[src/rtl/cv32e40s_pc_check_sched.sv]
// Schedules PC-hardening compares: arms one expected PC, holds it across IF stalls, and checks it once.
// Optional statistics counters are enabled with `define CV32E40S_PC_CHECK_STATS_EN.

module cv32e40s_pc_check_sched #(
  parameter int unsigned IGN_LSB = 1
`ifdef CV32E40S_PC_CHECK_STATS_EN
  ,
  parameter int unsigned STAT_W  = 16
`endif
) (
  input  logic        clk,
  input  logic        rst_n,
  input  logic        enable_i,
  input  logic        pc_set_i,
  input  logic        pc_set_chk_i,
  input  logic [31:0] pc_set_target_i,
  input  logic        seq_push_i,
  input  logic [31:0] seq_addr_i,
  input  logic        kill_if_i,
  input  logic        if_valid_i,
  input  logic [31:0] pc_if_i,
  output logic        pending_o,
  output logic        alert_o,
  output logic        err_sticky_o
`ifdef CV32E40S_PC_CHECK_STATS_EN
  ,
  output logic [STAT_W-1:0] cmp_cnt_o,
  output logic [STAT_W-1:0] drop_cnt_o
`endif
);

  // state   | meaning
  // IDLE    | nothing armed
  // ARM_SEQ | expectation armed from a sequential IF->ID transfer
  // ARM_CF  | expectation armed from a checkable pc_set
  typedef enum logic [1:0] {
    IDLE    = 2'd0,
    ARM_SEQ = 2'd1,
    ARM_CF  = 2'd2
  } state_e;

  // Alignment bits below IGN_LSB never participate in the compare.
  localparam logic [31:0] CMP_MASK = 32'hFFFF_FFFF << IGN_LSB;

  state_e      state_q, state_d;
  logic [31:0] exp_q, exp_d;
  logic        alert_q, alert_d;
  logic        err_sticky_q, err_sticky_d;
  logic        armed;
  logic        cmp_fire;
  logic        mismatch;
  logic        drop_evt;

  assign armed    = (state_q != IDLE);
  assign cmp_fire = enable_i && armed && if_valid_i && !kill_if_i && !pc_set_i;
  assign mismatch = |((exp_q ^ pc_if_i) & CMP_MASK);

  always_comb begin
    state_d      = state_q;
    exp_d        = exp_q;
    drop_evt     = 1'b0;
    alert_d      = cmp_fire && mismatch;
    err_sticky_d = err_sticky_q | (cmp_fire && mismatch);

    if (!enable_i) begin
      state_d  = IDLE;
      drop_evt = armed;
    end else if (pc_set_i && pc_set_chk_i) begin
      state_d = ARM_CF;
      exp_d   = pc_set_target_i;
    end else if (pc_set_i) begin
      state_d  = IDLE;
      drop_evt = armed;
    end else if (kill_if_i) begin
      state_d  = IDLE;
      drop_evt = armed;
    end else if (seq_push_i) begin
      // Any same-cycle compare already used the old exp_q.
      state_d = ARM_SEQ;
      exp_d   = seq_addr_i;
    end else if (cmp_fire) begin
      state_d = IDLE;
    end
  end

`ifdef CV32E40S_PC_CHECK_STATS_EN
  logic [STAT_W-1:0] cmp_cnt_q, cmp_cnt_d;
  logic [STAT_W-1:0] drop_cnt_q, drop_cnt_d;

  always_comb begin
    cmp_cnt_d  = cmp_cnt_q;
    drop_cnt_d = drop_cnt_q;
    if (cmp_fire && (cmp_cnt_q != {STAT_W{1'b1}})) begin
      cmp_cnt_d = cmp_cnt_q + {{(STAT_W-1){1'b0}}, 1'b1};
    end
    if (drop_evt && (drop_cnt_q != {STAT_W{1'b1}})) begin
      drop_cnt_d = drop_cnt_q + {{(STAT_W-1){1'b0}}, 1'b1};
    end
  end

  always_ff @(posedge clk or negedge rst_n) begin
    if (!rst_n) begin
      cmp_cnt_q  <= '0;
      drop_cnt_q <= '0;
    end else begin
      cmp_cnt_q  <= cmp_cnt_d;
      drop_cnt_q <= drop_cnt_d;
    end
  end

  assign cmp_cnt_o  = cmp_cnt_q;
  assign drop_cnt_o = drop_cnt_q;
`endif

  always_ff @(posedge clk or negedge rst_n) begin
    if (!rst_n) begin
      state_q      <= IDLE;
      exp_q        <= '0;
      alert_q      <= 1'b0;
      err_sticky_q <= 1'b0;
    end else begin
      state_q      <= state_d;
      exp_q        <= exp_d;
      alert_q      <= alert_d;
      err_sticky_q <= err_sticky_d;
    end
  end

  assign pending_o    = armed;
  assign alert_o      = alert_q;
  assign err_sticky_o = err_sticky_q;

endmodule

[config.mk]
export PLATFORM = sky130hd
export DESIGN_NAME = cv32e40s_pc_check_sched
export DESIGN_NICKNAME = d
export VERILOG_FILES = /design/src/rtl/cv32e40s_pc_check_sched.sv
export SDC_FILE = /design/constraint.sdc
export NUM_CORES = 1
export LEC_CHECK = 0
export ABC_AREA = 1
export ABC_CLOCK_PERIOD_IN_PS = 1500
export BUFFER_PORTS_ARGS = -buffer_cell sky130_fd_sc_hd__buf_2
export CELL_PAD_IN_SITES_DETAIL_PLACEMENT = 1
export CELL_PAD_IN_SITES_GLOBAL_PLACEMENT = 1
export CORE_MARGIN = 2
export CORE_UTILIZATION = 33
export DETAILED_ROUTE_END_ITERATION = 16
export PLACE_DENSITY_LB_ADDON = 0.1
export SETUP_SLACK_MARGIN = 0.3
export SLEW_MARGIN = 20
export SYNTH_ARGS = -nofsm -noshare
export SYNTH_HDL_FRONTEND = slang
export SYNTH_SLANG_ARGS = --single-unit
[constraint.sdc]
create_clock -name clk -period 1.5 [get_ports clk]
set_input_delay 0.225 -clock clk [delete_from_list [all_inputs] [get_ports clk]]
set_output_delay 0.225 -clock clk [all_outputs]
set_load 0.1 [all_outputs]
==> report_table.html, run 1 <==
<table>
<tr><th>Metric</th><th>Value</th></tr>
<tr><th colspan="2">Finish</th></tr>
<tr><td>Number of antenna repair diodes</td><td>0</td></tr>
<tr><td>Area growth, synth to finish</td><td>33.4%</td></tr>
<tr><td>Final standard cell area without fillers</td><td>0.00312 mm^2</td></tr>
<tr><td>Layout filler cell count</td><td>897</td></tr>
<tr><td>Nets@finish</td><td>497</td></tr>
<tr><td>Fraction of layout instances using a drive strength above 1</td><td>0.409</td></tr>
<tr><th colspan="2">Clock network</th></tr>
<tr><td>Clock latency at the later pin of the worst-skew pair</td><td>280 ps</td></tr>
<tr><td>Number of clock sinks</td><td>35</td></tr>
<tr><td>Number of buffers on the longest clock path</td><td>2</td></tr>
<tr><td>TritonCTS clock tree</td><td>built</td></tr>
<tr><td>Num CTS Buffers</td><td>5</td></tr>
<tr><td>Maximum level of the CTS H-tree</td><td>2</td></tr>
<tr><td>Cell at the root of the clock tree</td><td>sky130_fd_sc_hd__clkbuf_8</td></tr>
<tr><td>CTS clk-pin slew, worst paths</td><td>70 ps</td></tr>
<tr><th colspan="2">Setup path</th></tr>
<tr><td>Worst EP arrival</td><td>1400 ps</td></tr>
<tr><td>Crit path top cell by count</td><td>sky130_fd_sc_hd__nand2_1</td></tr>
<tr><td>Slowest library cell on the worst path</td><td>sky130_fd_sc_hd__dfrtp_1</td></tr>
<tr><td>Crit-path max FO</td><td>2</td></tr>
<tr><td>Slowest stage delay, CP</td><td>390 ps</td></tr>
<tr><td>Worst path cell trace</td><td>xnor2_1, nand2_1, nor2_1, nand2_1, nor2_2, nand2_1, nand2_1, nand2_1</td></tr>
<tr><td>CP required</td><td>1670 ps</td></tr>
<tr><td>Sum of buffers and inverters on the critical path</td><td>0</td></tr>
<tr><td>Critical path class</td><td>register to register</td></tr>
<tr><td>Startpoint kind of the worst setup timing path</td><td>register</td></tr>
<tr><td>Crit-path leading delay family</td><td>simple AND/OR/NAND/NOR gates</td></tr>
<tr><td>Kind of end point of the critical path</td><td>register</td></tr>
<tr><th colspan="2">Synthesis</th></tr>
<tr><td>Sequential element share of the synthesized area</td><td>0.374</td></tr>
<tr><td>Largest area contributor in the synthesized netlist</td><td>sky130_fd_sc_hd__dfrtp_1</td></tr>
<tr><td>Mapped Avg Cell Area</td><td>8.16 um^2</td></tr>
<tr><td>Flops &amp; latches, synth</td><td>35</td></tr>
<tr><td>Number of library cell types mapped by synthesis</td><td>20</td></tr>
<tr><td>Cell types with the largest area share after synthesis</td><td>sky130_fd_sc_hd__dfrtp_1 (37%), sky130_fd_sc_hd__a31oi_2 (15%), sky130_fd_sc_hd__nand2_1 (12%), sky130_fd_sc_hd__xnor2_1 (7.5%), sky130_fd_sc_hd__nand3_1 (7.3%)</td></tr>
<tr><td>Synth Instances</td><td>287</td></tr>
<tr><td>Warnings, synthesis</td><td>0</td></tr>
<tr><td>Synthesized net count</td><td>391</td></tr>
<tr><td>Fraction of post-synthesis cell area in the top cell type by area</td><td>0.374</td></tr>
<tr><td>Post-Syn Area</td><td>0.00234 mm^2</td></tr>
<tr><th colspan="2">Min path</th></tr>
<tr><td>Worst min path class</td><td>input pin to register</td></tr>
<tr><th colspan="2">STA</th></tr>
<tr><td>Number of max-slew violations in the final report</td><td>0</td></tr>
<tr><td>Fmax</td><td>0.819 GHz</td></tr>
<tr><td>Share of the clock period used by the worst path after layout</td><td>0.814</td></tr>
<tr><td>Setup repair after global routing missed its margin</td><td>true</td></tr>
<tr><td>Transition at the pin with the smallest max-transition slack</td><td>481 ps</td></tr>
<tr><td>Worst-case clock skew</td><td>2.79 ps</td></tr>
<tr><td>Post-layout minimum cycle time</td><td>1220 ps</td></tr>
<tr><td>Slew Limit Headroom</td><td>0.679</td></tr>
<tr><td>Final hold violation count</td><td>0</td></tr>
<tr><td>Accumulated negative setup slack</td><td>0 ps</td></tr>
<tr><td>Setup violators final</td><td>0</td></tr>
<tr><th colspan="2">GRT</th></tr>
<tr><td>Met2 Resource Use GR</td><td>0.324</td></tr>
<tr><td>Wire length of the first global-routing pass</td><td>10.6 mm</td></tr>
<tr><td>Overflow after GRT</td><td>0</td></tr>
<tr><td>Global-route met1 utilization</td><td>0.215</td></tr>
<tr><td>Layer with the highest usage</td><td>met2</td></tr>
<tr><td>Pin count of the biggest net entering global routing</td><td>25</td></tr>
<tr><td>Global routing usage on met3</td><td>0.0252</td></tr>
<tr><td>Number of global-route vias before repair</td><td>2295</td></tr>
<tr><td>All-layer global routing usage</td><td>0.176</td></tr>
<tr><td>Initial antenna violation count</td><td>0</td></tr>
<tr><th colspan="2">Die</th></tr>
<tr><td>Area of the placeable core</td><td>0.00683 mm^2</td></tr>
<tr><td>Number of top-level pins</td><td>107</td></tr>
<tr><td>Die Span Y</td><td>88.2 um</td></tr>
<tr><td>Num rows</td><td>30</td></tr>
<tr><td>Initial cell density of the core</td><td>0.343</td></tr>
<tr><td>Die Area</td><td>0.00778 mm^2</td></tr>
<tr><td>DIE WIDTH</td><td>88.2 um</td></tr>
<tr><th colspan="2">Drt</th></tr>
<tr><td>Routed wire length per instance</td><td>13.3 um</td></tr>
<tr><td>Detailed Routing Iterations Pass 1</td><td>4</td></tr>
<tr><td>Via Count</td><td>2213</td></tr>
<tr><td># DRC</td><td>0</td></tr>
<tr><td>Violation count after the first detailed-routing iteration</td><td>37</td></tr>
<tr><td>Overall routed net length</td><td>6.53 mm</td></tr>
<tr><td>Post-DR vias/cell</td><td>4.52</td></tr>
<tr><td>Number of nets with antenna violations after routing</td><td>0</td></tr>
<tr><th colspan="2">Placed design</th></tr>
<tr><td>Detailed Place HPWL</td><td>5.19 mm</td></tr>
<tr><td>Total placed instance area</td><td>0.00298 mm^2</td></tr>
<tr><td>Gp weighted congestion</td><td>0.710</td></tr>
<tr><td>Port Buffers</td><td>103</td></tr>
<tr><th colspan="2">Pwr</th></tr>
<tr><td>Leakage power total</td><td>1.50 nW</td></tr>
<tr><td>Power density normalized to cell area</td><td>917 mW/mm^2</td></tr>
<tr><td>VDD IR max</td><td>0.000373 V</td></tr>
<tr><th colspan="2">Run</th></tr>
<tr><td>Max-cap check violation count</td><td>0</td></tr>
<tr><th colspan="2">Outcome</th></tr>
<tr><td>Outcome</td><td>finished clean</td></tr>
</table>
-- sequential cells by signal (all words and copies together), names as in the netlist --
| name | flops |
|---|---|
| alert_o | 1 |
| err_sticky_o | 1 |
| exp_q | 31 |
| state_q | 2 |
-- placed cells by master, fill, tap and decap left out, drive strengths merged, types with 2 or more instances in the layout --
cell,Yosys,layout
o21ai,2,2
inv,20,20
xnor2,20,20
nand2,78,78
nand3,34,34
xor2,3,3
nor2,46,46
clkbuf,9,8
dfrtp,35,35
a31oi,31,31
buf,8,115
-- stage by stage --
step	utilization	setup WS, ps	total power [mW]	std cells	hold WS, ps
floorplan	-	367	1.83	287	-70.6
global placement	0.436	186	2.09	480	212
detailed placement	0.436	154	2.13	480	210
CTS	0.453	229	2.90	489	198
global route	0.457	104	3.07	490	218
finish	0.457	279	2.86	490	205
-- cells in the mapped netlist (all sizes together) --
cell type  count
clkbuf         9
dfrtp         35
xor2           3
inv           20
a21oi          1
nand2         78
xnor2         20
o21ai          2
buf            8
a31oi         31
nand3         34
nor2          46
-- where the power goes --
part	leakage [nW]	total, mW	internal [mW]	switching [mW]
registers	0.394	1.23	1.11	0.116
clock network	0.0515	0.757	0.420	0.338
logic	1.06	0.880	0.445	0.435
total	1.50	2.86	1.98	0.888
-- cell families (layout without fill, tap and decap cells) --
| kind of cell | after synthesis | in the layout | synth area share |
|---|---|---|---|
| buf+inv | 37 | 144 | 0.0871 |
| flops | 35 | 35 | 0.374 |
| compound gates | 34 | 34 | 0.167 |
| xor+xnor | 23 | 23 | 0.0861 |
| simple gates | 158 | 158 | 0.286 |
-- what timing repair did --
item | CTS | global route
hold endpoints to repair | 17 | 0
gates cloned | 0 | 0
pin swaps | 0 | 1
hold buffers | 1 | 0
gates resized for setup | 4 | 6
endpoints found under the setup margin | 5 | 3
buffers inserted | 0 | 1
-- per-layer routing --
| layer | up-vias | share of wire | wire, um |
|---|---|---|---|
| met5 | - | 0 | 0 |
| met4 | 0 | 0.0084 | 55 |
| met3 | 4 | 0.049 | 318 |
| met2 | 62 | 0.51 | 3350 |
| met1 | 1007 | 0.43 | 2810 |
| li1 | 1140 | - | - |
-- path summary, 6_finish.rpt --
path	from	end	slack, ps	cells past startpoint
setup / recovery	exp_q[20]$_DFFE_PN0P_	err_sticky_o$_DFF_PN0_	280	8
max in group asynchronous	rst_n	exp_q[14]$_DFFE_PN0P_	590	3
min in group asynchronous	rst_n	exp_q[11]$_DFFE_PN0P_	440	2
setup reg to reg	exp_q[20]$_DFFE_PN0P_	err_sticky_o$_DFF_PN0_	280	8
hold / removal	seq_addr_i[3]	exp_q[3]$_DFFE_PN0P_	210	3
hold reg to reg	err_sticky_o$_DFF_PN0_	err_sticky_o$_DFF_PN0_	470	2
-- tightest hold or removal path: cells and delay by family --
kind,cells,cell delay [ps]
AOI/OAI and AO/OA,1,70
buffers and inverters,1,100
and+or+nand+nor,1,50
-- cell type report --
cell class / instances / area (um^2) / share of cell area
multi-input cells: 215 / 1280 / 0.409
flip-flops and latches: 35 / 876 / 0.280
repair buffers: 116 / 673 / 0.216
well taps: 96 / 120 / 0.0385
clock buffers: 8 / 100 / 0.0321
inverters: 20 / 75.1 / 0.0240
Power figures use the tool's default switching activity.
==> inputs of run 2 (changes only) <==
--- a/config.mk
+++ b/config.mk
@@ -5,13 +5,13 @@
 export SDC_FILE = /design/constraint.sdc
 export NUM_CORES = 1
 export LEC_CHECK = 0
-export ABC_AREA = 1
-export ABC_CLOCK_PERIOD_IN_PS = 1500
+export ABC_AREA = 0
+export ABC_CLOCK_PERIOD_IN_PS = 1200
 export BUFFER_PORTS_ARGS = -buffer_cell sky130_fd_sc_hd__buf_2
 export CELL_PAD_IN_SITES_DETAIL_PLACEMENT = 1
 export CELL_PAD_IN_SITES_GLOBAL_PLACEMENT = 1
 export CORE_MARGIN = 2
-export CORE_UTILIZATION = 33
+export CORE_UTILIZATION = 32
 export DETAILED_ROUTE_END_ITERATION = 16
 export PLACE_DENSITY_LB_ADDON = 0.1
 export SETUP_SLACK_MARGIN = 0.3
==> constraint.sdc (replaced) <==
create_clock -name clk -period 1.2 [get_ports clk]
set_input_delay 0.18 -clock clk [delete_from_list [all_inputs] [get_ports clk]]
set_output_delay 0.18 -clock clk [all_outputs]
set_load 0.1 [all_outputs]
==> run 2 against run 1 <==
Against the previous run:
- the run now ends with negative setup slack left
- setup slack got worse by 570 ps
- via count decreased by 21%
- clock power grew 8.5%
- hold slack worse by 47 ps
- clock-buffer cell count fell by 1
- area after synthesis is 17% lower
- highest routed layer unchanged
==> report_table.html, run 2 <==
<table>
<tr><th>Metric</th><th>Value</th></tr>
<tr><th colspan="2">Outcome</th></tr>
<tr><td>Outcome</td><td>finished with violations</td></tr>
<tr><td>Failing checks</td><td>negative setup slack</td></tr>
<tr><th colspan="2">Setup path</th></tr>
<tr><td>CP required</td><td>1370 ps (-300 ps)</td></tr>
<tr><td>Crit-path max FO</td><td>2 (unchanged)</td></tr>
<tr><td>Register-to-register setup slack</td><td>-290 ps (-570 ps)</td></tr>
<tr><td>Kind of end point of the critical path</td><td>register</td></tr>
<tr><td>Critical path class</td><td>register to register</td></tr>
<tr><td>Startpoint kind of the worst setup timing path</td><td>register</td></tr>
<tr><td>Worst EP arrival</td><td>1650 ps (+250 ps)</td></tr>
<tr><th colspan="2">Finish</th></tr>
<tr><td>Commonest non-fill, non-tap cells in the layout</td><td>sky130_fd_sc_hd__buf_2 (99), sky130_fd_sc_hd__nand2_1 (34), sky130_fd_sc_hd__dfrtp_1 (34)</td></tr>
<tr><td>Filler-free cell count of the finished design</td><td>381 (-22%)</td></tr>
<tr><td>Fraction of layout instances using a drive strength above 1</td><td>0.415 (+0.00640)</td></tr>
<tr><td>Leading cell type in the layout, fill and taps excluded</td><td>sky130_fd_sc_hd__buf_2</td></tr>
<tr><td>Combined area of the multi-input logic cells</td><td>0.00104 mm^2 (-19%)</td></tr>
<tr><td>Storage element area</td><td>877 um^2 (+0.14%)</td></tr>
<tr><td>Layout filler cell count</td><td>711 (-21%)</td></tr>
<tr><td>Largest register FFs</td><td>31 (unchanged)</td></tr>
<tr><td>Largest registers</td><td>exp_q (31), state_q (2)</td></tr>
<tr><td>Area growth, synth to finish</td><td>44.6%</td></tr>
<tr><td>Nets@finish</td><td>409 (-18%)</td></tr>
<tr><td>Number of antenna repair diodes</td><td>0 (unchanged)</td></tr>
<tr><td>Reg with most FFs</td><td>exp_q</td></tr>
<tr><th colspan="2">Die</th></tr>
<tr><td>DIE WIDTH</td><td>81.9 um (-7.2%)</td></tr>
<tr><td>Initial cell density of the core</td><td>0.330 (-0.0132)</td></tr>
<tr><td>Number of top-level pins</td><td>107 (unchanged)</td></tr>
<tr><td>Die Span Y</td><td>81.9 um (-7.2%)</td></tr>
<tr><td>Area of the placeable core</td><td>0.00589 mm^2 (-14%)</td></tr>
<tr><td>Die Area</td><td>0.00670 mm^2 (-14%)</td></tr>
<tr><td>Num rows</td><td>28 (-6.7%)</td></tr>
<tr><th colspan="2">Pwr</th></tr>
<tr><td>Power density normalized to cell area</td><td>1130 mW/mm^2 (+23%)</td></tr>
<tr><td>Leakage power total</td><td>1.51 nW (+0.62%)</td></tr>
<tr><td>VDD IR max</td><td>0.000451 V (+21%)</td></tr>
<tr><th colspan="2">Drt</th></tr>
<tr><td>Via Count</td><td>1739 (-21%)</td></tr>
<tr><td>Routed wire length per instance</td><td>13.2 um (-0.86%)</td></tr>
<tr><td>Number of nets with antenna violations after routing</td><td>0 (unchanged)</td></tr>
<tr><td>Violation count after the first detailed-routing iteration</td><td>25 (-32%)</td></tr>
<tr><td># DRC</td><td>0 (unchanged)</td></tr>
<tr><td>Detailed Routing Iterations Pass 1</td><td>4 (unchanged)</td></tr>
<tr><td>Post-DR vias/cell</td><td>4.56 (+1.1%)</td></tr>
<tr><td>Overall routed net length</td><td>5.03 mm (-23%)</td></tr>
<tr><th colspan="2">Clock network</th></tr>
<tr><td>Clock latency at the later pin of the worst-skew pair</td><td>290 ps (about the same)</td></tr>
<tr><td>TritonCTS clock tree</td><td>built</td></tr>
<tr><td>Number of clock sinks</td><td>35 (unchanged)</td></tr>
<tr><td>Maximum level of the CTS H-tree</td><td>2 (unchanged)</td></tr>
<tr><td>Number of buffers on the longest clock path</td><td>2 (unchanged)</td></tr>
<tr><td>Cell at the root of the clock tree</td><td>sky130_fd_sc_hd__clkbuf_8</td></tr>
<tr><td>Number of post-CTS setup repair buffers</td><td>0 (unchanged)</td></tr>
<tr><td>Num CTS Buffers</td><td>5 (unchanged)</td></tr>
<tr><td>CTS clk-pin slew, worst paths</td><td>70 ps (about the same)</td></tr>
<tr><th colspan="2">Placed design</th></tr>
<tr><td>Port Buffers</td><td>103 (unchanged)</td></tr>
<tr><td>Gp weighted congestion</td><td>0.709 (about the same)</td></tr>
<tr><td>Worst setup timing slack at the placement stage</td><td>-337 ps (-491 ps)</td></tr>
<tr><td>Detailed Place HPWL</td><td>4.22 mm (-19%)</td></tr>
<tr><td>Post-Place Cells</td><td>372 (-23%)</td></tr>
<tr><th colspan="2">GRT</th></tr>
<tr><td>Number of global-route vias before repair</td><td>1751 (-24%)</td></tr>
<tr><td>Overflow after GRT</td><td>0 (unchanged)</td></tr>
<tr><td>Wire length of the first global-routing pass</td><td>8.20 mm (-22%)</td></tr>
<tr><td>Initial antenna violation count</td><td>0 (unchanged)</td></tr>
<tr><td>Pin count of the biggest net entering global routing</td><td>23 (-8.0%)</td></tr>
<tr><td>All-layer global routing usage</td><td>0.164 (-0.0122)</td></tr>
<tr><th colspan="2">STA</th></tr>
<tr><td>Setup violators final</td><td>3 (+3)</td></tr>
<tr><td>Slew Limit Headroom</td><td>0.819 (+0.139)</td></tr>
<tr><td>Transition at the pin with the smallest max-transition slack</td><td>270 ps (-212 ps)</td></tr>
<tr><td>Accumulated negative setup slack</td><td>-629 ps (-629 ps)</td></tr>
<tr><td>Setup repair after global routing missed its margin</td><td>true</td></tr>
<tr><td>Fmax</td><td>0.673 GHz (-18%)</td></tr>
<tr><td>Worst-case clock skew</td><td>5.80 ps (+3.01 ps)</td></tr>
<tr><td>Worst setup slack after layout</td><td>-287 ps (-565 ps)</td></tr>
<tr><td>Number of max-slew violations in the final report</td><td>0 (unchanged)</td></tr>
<tr><td>Share of the clock period used by the worst path after layout</td><td>1.24 (+0.425)</td></tr>
<tr><td>Final hold violation count</td><td>0 (unchanged)</td></tr>
<tr><td>Post-layout minimum cycle time</td><td>1490 ps (+265 ps)</td></tr>
<tr><th colspan="2">Synthesis</th></tr>
<tr><td>Post-Synth Simple-Gate Area</td><td>0.124 (-0.162)</td></tr>
<tr><td>Proportion of synthesized flip-flops having asynchronous set or reset</td><td>1.00 (unchanged)</td></tr>
<tr><td>Dominant combinational cell family by area after synthesis</td><td>multiplexers</td></tr>
<tr><td>Largest area contributor in the synthesized netlist</td><td>sky130_fd_sc_hd__dfrtp_1</td></tr>
<tr><td>Post-Syn Area</td><td>0.00194 mm^2 (-17%)</td></tr>
<tr><td>Post-synth top cells</td><td>sky130_fd_sc_hd__dfrtp_1 (35), sky130_fd_sc_hd__nand2_1 (35), sky130_fd_sc_hd__mux2i_1 (31), sky130_fd_sc_hd__o21ai_1 (31), sky130_fd_sc_hd__xor2_1 (20)</td></tr>
<tr><td>Flops &amp; latches, synth</td><td>35 (unchanged)</td></tr>
<tr><td>Warnings, synthesis</td><td>0 (unchanged)</td></tr>
<tr><td>Main synth FF type</td><td>sky130_fd_sc_hd__dfrtp_1</td></tr>
<tr><td>Synthesized net count</td><td>299 (-24%)</td></tr>
<tr><td>Sequential element share of the synthesized area</td><td>0.452 (+0.0775)</td></tr>
<tr><td>Share of synthesized area spent on multiplexers</td><td>0.160 (+0.160)</td></tr>
<tr><td>Area share of xor/xnor cells in the synthesized design</td><td>0.140 (+0.0539)</td></tr>
<tr><td>Cell types with the largest area share after synthesis</td><td>sky130_fd_sc_hd__dfrtp_1 (45%), sky130_fd_sc_hd__mux2i_1 (16%), sky130_fd_sc_hd__xor2_1 (9.0%), sky130_fd_sc_hd__o21ai_1 (8.0%), sky130_fd_sc_hd__nand2_1 (6.8%)</td></tr>
<tr><td>Post-synthesis adder-cell area fraction</td><td>0 (unchanged)</td></tr>
<tr><td>Mapped Avg Cell Area</td><td>9.95 um^2 (+22%)</td></tr>
<tr><td>Number of library cell types mapped by synthesis</td><td>21 (+5.0%)</td></tr>
<tr><td>Number of synthesized flops with an enable pin</td><td>0 (unchanged)</td></tr>
<tr><td>Synth Instances</td><td>195 (-32%)</td></tr>
<tr><td>Complex-gate fraction of the synthesized area</td><td>0.0955 (-0.0713)</td></tr>
<tr><td>Fraction of post-synthesis cell area in the top cell type by area</td><td>0.452 (+0.0775)</td></tr>
<tr><th colspan="2">Run</th></tr>
<tr><td>Max-cap check violation count</td><td>0 (unchanged)</td></tr>
<tr><th colspan="2">Min path</th></tr>
<tr><td>Worst min path class</td><td>input pin to register</td></tr>
</table>
==> run 2: cell count changes after synthesis, moves of 8 or more <==
cell                       delta
sky130_fd_sc_hd__clkbuf_1     -8
sky130_fd_sc_hd__buf_2        +8
sky130_fd_sc_hd__mux2i_1     +31
sky130_fd_sc_hd__o21ai_1     +31
sky130_fd_sc_hd__xnor2_1      -9
sky130_fd_sc_hd__inv_1       -17
sky130_fd_sc_hd__nand2_1     -40
sky130_fd_sc_hd__xor2_1      +17
sky130_fd_sc_hd__a31oi_2     -29
sky130_fd_sc_hd__nor2_1      -42
sky130_fd_sc_hd__nand3_1     -33
==> run 2: final timing paths <==
| path | end | cells after the start | startpoint |
|---|---|---|---|
| setup / recovery | err_sticky_o$_DFF_PN0_ | 5 | exp_q[7]$_DFFE_PN0P_ |
| min in group asynchronous | exp_q[1]$_DFFE_PN0P_ | 2 | rst_n |
| hold reg to reg | exp_q[10]$_DFFE_PN0P_ | 2 | exp_q[10]$_DFFE_PN0P_ |
| setup reg to reg | err_sticky_o$_DFF_PN0_ | 5 | exp_q[7]$_DFFE_PN0P_ |
| hold / removal | exp_q[1]$_DFFE_PN0P_ | 3 | pc_set_target_i[1] |
| max in group asynchronous | alert_o$_DFF_PN0_ | 3 | rst_n |
==> run 2: metal layers <==
| metal | GRT usage | part of all wire |
|---|---|---|
| met1 | 0.203 | 0.44 |
| met3 | 0.0505 | 0.074 |
| met4 | 0.0400 | 0.0087 |
| met5 | 0 | 0 |
| met2 | 0.277 | 0.47 |
==> run 2: cell type report <==
class / count / share of cell area
inverters: 2 / 0.00268
well taps: 75 / 0.0335
flip-flops and latches: 35 / 0.313
repair buffers: 113 / 0.252
clock buffers: 7 / 0.0272
clock inverters: 1 / 0.00178
multi-input cells: 148 / 0.370
==> run 2: power breakdown <==
part | switching (mW) | total, mW | leakage, nW | internal (mW)
Sequential | 0.133 | 1.51 | 0.434 | 1.37
Combinational | 0.385 | 0.837 | 1.04 | 0.452
Clock | 0.414 | 0.821 | 0.0422 | 0.407
==> run 2: cell families after synthesis <==
group	after synthesis
buffers and inverters	12
AO/OA/AOI/OAI	35
multiplexers	31
flip-flops	35
XOR/XNOR	31
AND/OR/NAND/NOR	51
==> run 2: critical path, stage by stage, from the launching register on <==
cell and delay, ps:
sky130_fd_sc_hd__dfrtp_1 390, sky130_fd_sc_hd__xor2_1 140, sky130_fd_sc_hd__nor4_1 260, sky130_fd_sc_hd__nand4_1 150, sky130_fd_sc_hd__nor4_2 330, sky130_fd_sc_hd__o31ai_1 90
==> run 2: through the flow <==
stage                     hold slack, ps   util  cell area (um^2)  total power, mW
after floorplan                     -116      -              2000             2.01
after global placement               113  0.454              2670             2.34
after detailed placement             111  0.454              2670             2.36
after CTS                            153  0.473              2790             3.22
after global routing                 162  0.476              2800             3.40
final                                158  0.476              2800             3.16
==> run 2: timing repair <==
item | in CTS | in global routing
gates resized for setup | 5 | 4
pin swaps | 1 | 0
setup endpoints to repair | 5 | 21
endpoints found under the hold margin | 13 | 0
hold buffers | 1 | 0
==> inputs of run 3 (changes only) <==
--- a/config.mk
+++ b/config.mk
@@ -13,7 +13,7 @@
 export CORE_MARGIN = 2
 export CORE_UTILIZATION = 32
 export DETAILED_ROUTE_END_ITERATION = 16
-export PLACE_DENSITY_LB_ADDON = 0.1
+export PLACE_DENSITY = 0.76
 export SETUP_SLACK_MARGIN = 0.3
 export SLEW_MARGIN = 20
 export SYNTH_ARGS = -nofsm -noshare
==> run 3 against run 2 <==
Against the previous run:
- the run still ends with negative setup slack left
- clock skew up 1.9 ps
- first-iteration DRC count up 24%
- combinational power up 6.1%
- critical path depth unchanged
- sequential power about the same
- core utilization up 1.7 points
- flip-flop and latch count unchanged
- global-route usage up 0.34 points
- wire length up 4.0%
- die area unchanged
- hold slack worse by 1.1 ps
- cell count up 1.8%
- critical path type unchanged
- critical endpoint unchanged
==> report_table.html, run 3 (synthesis gave the netlist of run 2 again) <==
<table>
<tr><th>Metric</th><th>Value</th></tr>
<tr><th colspan="2">STA</th></tr>
<tr><td>Final hold violation count</td><td>0 (unchanged)</td></tr>
<tr><td>Slew Limit Headroom</td><td>0.804 (-0.0145)</td></tr>
<tr><td>Setup violators final</td><td>3 (unchanged)</td></tr>
<tr><td>Number of max-slew violations in the final report</td><td>0 (unchanged)</td></tr>
<tr><td>Share of the clock period used by the worst path after layout</td><td>1.28 (+0.0432)</td></tr>
<tr><td>Hold slack</td><td>157 ps (-1.10 ps)</td></tr>
<tr><td>Worst setup slack after layout</td><td>-339 ps (-51.8 ps)</td></tr>
<tr><td>Setup repair after global routing missed its margin</td><td>true</td></tr>
<tr><td>Transition at the pin with the smallest max-transition slack</td><td>291 ps (+21.6 ps)</td></tr>
<tr><td>Post-layout minimum cycle time</td><td>1540 ps (+51.8 ps)</td></tr>
<tr><td>Worst-case clock skew</td><td>7.71 ps (+1.91 ps)</td></tr>
<tr><td>Fmax</td><td>0.650 GHz (-3.4%)</td></tr>
<tr><th colspan="2">Setup path</th></tr>
<tr><td>Kind of end point of the critical path</td><td>register</td></tr>
<tr><td>Startpoint kind of the worst setup timing path</td><td>register</td></tr>
<tr><td>Slowest library cell on the worst path</td><td>sky130_fd_sc_hd__dfrtp_1</td></tr>
<tr><td>Crit-path leading delay family</td><td>simple AND/OR/NAND/NOR gates</td></tr>
<tr><td>Worst EP arrival</td><td>1700 ps (+50 ps)</td></tr>
<tr><td>CP required</td><td>1360 ps (about the same)</td></tr>
<tr><td>Sum of buffers and inverters on the critical path</td><td>0 (unchanged)</td></tr>
<tr><td>Critical path class</td><td>register to register</td></tr>
<tr><td>Crit-path max FO</td><td>2 (unchanged)</td></tr>
<tr><td>Register-to-register setup slack</td><td>-340 ps (-50 ps)</td></tr>
<tr><td>Worst path cell trace</td><td>xor2_1, nor4_1, nand4_1, nor4_4, o31ai_1</td></tr>
<tr><td>Slowest stage delay, CP</td><td>400 ps (about the same)</td></tr>
<tr><th colspan="2">Run</th></tr>
<tr><td>Max-cap check violation count</td><td>0 (unchanged)</td></tr>
<tr><th colspan="2">Finish</th></tr>
<tr><td>Leading cell type in the layout, fill and taps excluded</td><td>sky130_fd_sc_hd__buf_2</td></tr>
<tr><td>Area growth, synth to finish</td><td>49.7%</td></tr>
<tr><td>Fraction of layout instances using a drive strength above 1</td><td>0.431 (+0.0163)</td></tr>
<tr><td>Commonest non-fill, non-tap cells in the layout</td><td>sky130_fd_sc_hd__buf_2 (100), sky130_fd_sc_hd__nand2_1 (34), sky130_fd_sc_hd__dfrtp_1 (34)</td></tr>
<tr><td>Nets@finish</td><td>416 (+1.7%)</td></tr>
<tr><td>Largest registers</td><td>exp_q (31), state_q (2)</td></tr>
<tr><td>Layout filler cell count</td><td>695 (-2.3%)</td></tr>
<tr><td>Reg with most FFs</td><td>exp_q</td></tr>
<tr><td>Number of antenna repair diodes</td><td>0 (unchanged)</td></tr>
<tr><td>Largest register FFs</td><td>31 (unchanged)</td></tr>
<tr><th colspan="2">Pwr</th></tr>
<tr><td>Clock power share</td><td>0.342 (+0.083)</td></tr>
<tr><td>VDD IR max</td><td>0.000510 V (+13%)</td></tr>
<tr><td>Net switching fraction of the power</td><td>0.262 (-0.0320)</td></tr>
<tr><td>Power density normalized to cell area</td><td>1260 mW/mm^2 (+11%)</td></tr>
<tr><td>Combinational share of power</td><td>0.243 (-0.022)</td></tr>
<tr><td>Post-layout total power</td><td>3.65 mW (+15%)</td></tr>
<tr><td>Power spent charging and discharging nets</td><td>0.957 mW (+2.8%)</td></tr>
<tr><td>Sequential share of power</td><td>0.415 (-0.061)</td></tr>
<tr><td>Leakage power total</td><td>1.58 nW (+4.6%)</td></tr>
<tr><td>Int Pwr</td><td>2.69 mW (+21%)</td></tr>
<tr><th colspan="2">Outcome</th></tr>
<tr><td>Outcome</td><td>finished with violations</td></tr>
<tr><td>Failing checks</td><td>negative setup slack</td></tr>
<tr><th colspan="2">Drt</th></tr>
<tr><td>Via Count</td><td>1804 (+3.7%)</td></tr>
<tr><td>Violation count after the first detailed-routing iteration</td><td>31 (+24%)</td></tr>
<tr><td>Routed wire length per instance</td><td>13.5 um (+2.1%)</td></tr>
<tr><td>Overall routed net length</td><td>5.23 mm (+4.0%)</td></tr>
<tr><td>Number of nets with antenna violations after routing</td><td>0 (unchanged)</td></tr>
<tr><td># DRC</td><td>0 (unchanged)</td></tr>
<tr><td>Post-DR vias/cell</td><td>4.65 (+1.9%)</td></tr>
<tr><td>Detailed Routing Iterations Pass 1</td><td>4 (unchanged)</td></tr>
<tr><th colspan="2">GRT</th></tr>
<tr><td>Wire length of the first global-routing pass</td><td>8.47 mm (+3.3%)</td></tr>
<tr><td>Initial antenna violation count</td><td>0 (unchanged)</td></tr>
<tr><td>Number of global-route vias before repair</td><td>1922 (+9.8%)</td></tr>
<tr><td>Overflow after GRT</td><td>0 (unchanged)</td></tr>
<tr><td>Pin count of the biggest net entering global routing</td><td>36 (+57%)</td></tr>
<tr><td>All-layer global routing usage</td><td>0.167 (+0.00343)</td></tr>
<tr><th colspan="2">Placed design</th></tr>
<tr><td>Port Buffers</td><td>103 (unchanged)</td></tr>
<tr><td>Detailed Place HPWL</td><td>4.38 mm (+3.8%)</td></tr>
<tr><td>Gp weighted congestion</td><td>0.714 (+0.72%)</td></tr>
<tr><th colspan="2">Die</th></tr>
<tr><td>Num rows</td><td>28 (unchanged)</td></tr>
<tr><td>Area of the placeable core</td><td>0.00589 mm^2 (unchanged)</td></tr>
<tr><td>Initial cell density of the core</td><td>0.330 (unchanged)</td></tr>
<tr><td>Die Span Y</td><td>81.9 um (unchanged)</td></tr>
<tr><td>DIE WIDTH</td><td>81.9 um (unchanged)</td></tr>
<tr><td>Die Area</td><td>0.00670 mm^2 (unchanged)</td></tr>
<tr><td>Number of top-level pins</td><td>107 (unchanged)</td></tr>
<tr><th colspan="2">Clock network</th></tr>
<tr><td>Cell at the root of the clock tree</td><td>sky130_fd_sc_hd__clkbuf_8</td></tr>
<tr><td>CTS clk-pin slew, worst paths</td><td>80 ps (about the same)</td></tr>
<tr><td>Number of clock sinks</td><td>35 (unchanged)</td></tr>
<tr><td>Maximum level of the CTS H-tree</td><td>2 (unchanged)</td></tr>
<tr><td>Num CTS Buffers</td><td>5 (unchanged)</td></tr>
<tr><td>TritonCTS clock tree</td><td>built</td></tr>
<tr><td>Clock latency at the later pin of the worst-skew pair</td><td>280 ps (about the same)</td></tr>
<tr><td>Number of buffers on the longest clock path</td><td>2 (unchanged)</td></tr>
<tr><th colspan="2">Min path</th></tr>
<tr><td>Worst min path class</td><td>input pin to register</td></tr>
</table>
-- run 3: path summary, 6_finish.rpt --
kind | startpoint | endpoint | depth (start not counted)
max | exp_q[25]$_DFFE_PN0P_ | err_sticky_o$_DFF_PN0_ | 5
min | pc_set_target_i[7] | exp_q[7]$_DFFE_PN0P_ | 3
max reg2reg | exp_q[25]$_DFFE_PN0P_ | err_sticky_o$_DFF_PN0_ | 5
min reg2reg | exp_q[29]$_DFFE_PN0P_ | exp_q[29]$_DFFE_PN0P_ | 2
max in group asynchronous | rst_n | alert_o$_DFF_PN0_ | 3
min in group asynchronous | rst_n | state_q[0]$_DFFE_PN0P_ | 3
-- run 3: worst register-to-register path, stage by stage (launching register included) --
cell and delay, ps:
sky130_fd_sc_hd__dfrtp_1 400, sky130_fd_sc_hd__xor2_1 150, sky130_fd_sc_hd__nor4_1 270, sky130_fd_sc_hd__nand4_1 190
sky130_fd_sc_hd__nor4_4 330, sky130_fd_sc_hd__o31ai_1 90
-- run 3: power by group through the flow --
stage	combinational [mW]	clock (mW)	sequential [mW]
floorplan	0.511	0	1.50
finish	0.888	1.25	1.51
CTS	0.893	1.28	1.52
detailed placement	0.880	0	1.54
global route	1.01	1.33	1.54
global placement	0.854	0	1.52
-- run 3: routing by layer --
metal	vias to the layer above	share of wire	GRT usage
met1	833	0.38	0.186
met3	7	0.071	0.0451
met2	63	0.53	0.307
met4	0	0.015	0.0517
met5	-	0	0
li1	901	-	-
-- run 3: metrics by stage --
step                TNS (ps)  std cells  utilization  area, um^2  setup WS [ps]
finish                  -726        388        0.493        2900           -339
global route            -952        388        0.493        2900           -434
CTS                     -792        385        0.486        2860           -362
detailed placement      -643        376        0.459        2700           -334
global placement        -612        376        0.459        2700           -315
floorplan               -353        195            -        2000           -186
-- run 3: layout make-up --
| class | instances | area (um^2) | area share |
|---|---|---|---|
| tap | 75 | 93.8 | 0.0323 |
| clock buffer | 6 | 72.6 | 0.0250 |
| multi-input combinational | 148 | 1040 | 0.358 |
| clock inverter | 2 | 60.1 | 0.0207 |
| sequential | 35 | 877 | 0.302 |
| timing repair buffer | 120 | 753 | 0.259 |
| inverter | 2 | 7.51 | 0.00259 |
-- run 3: timing repair --
| item | in CTS | in global routing |
|---|---|---|
| hold endpoints to repair | 35 | 0 |
| setup endpoints to repair | 5 | 36 |
| hold buffers | 1 | 0 |
| buffers inserted | 0 | 3 |
| resized for setup | 4 | 3 |
| pin swaps | 1 | 2 |
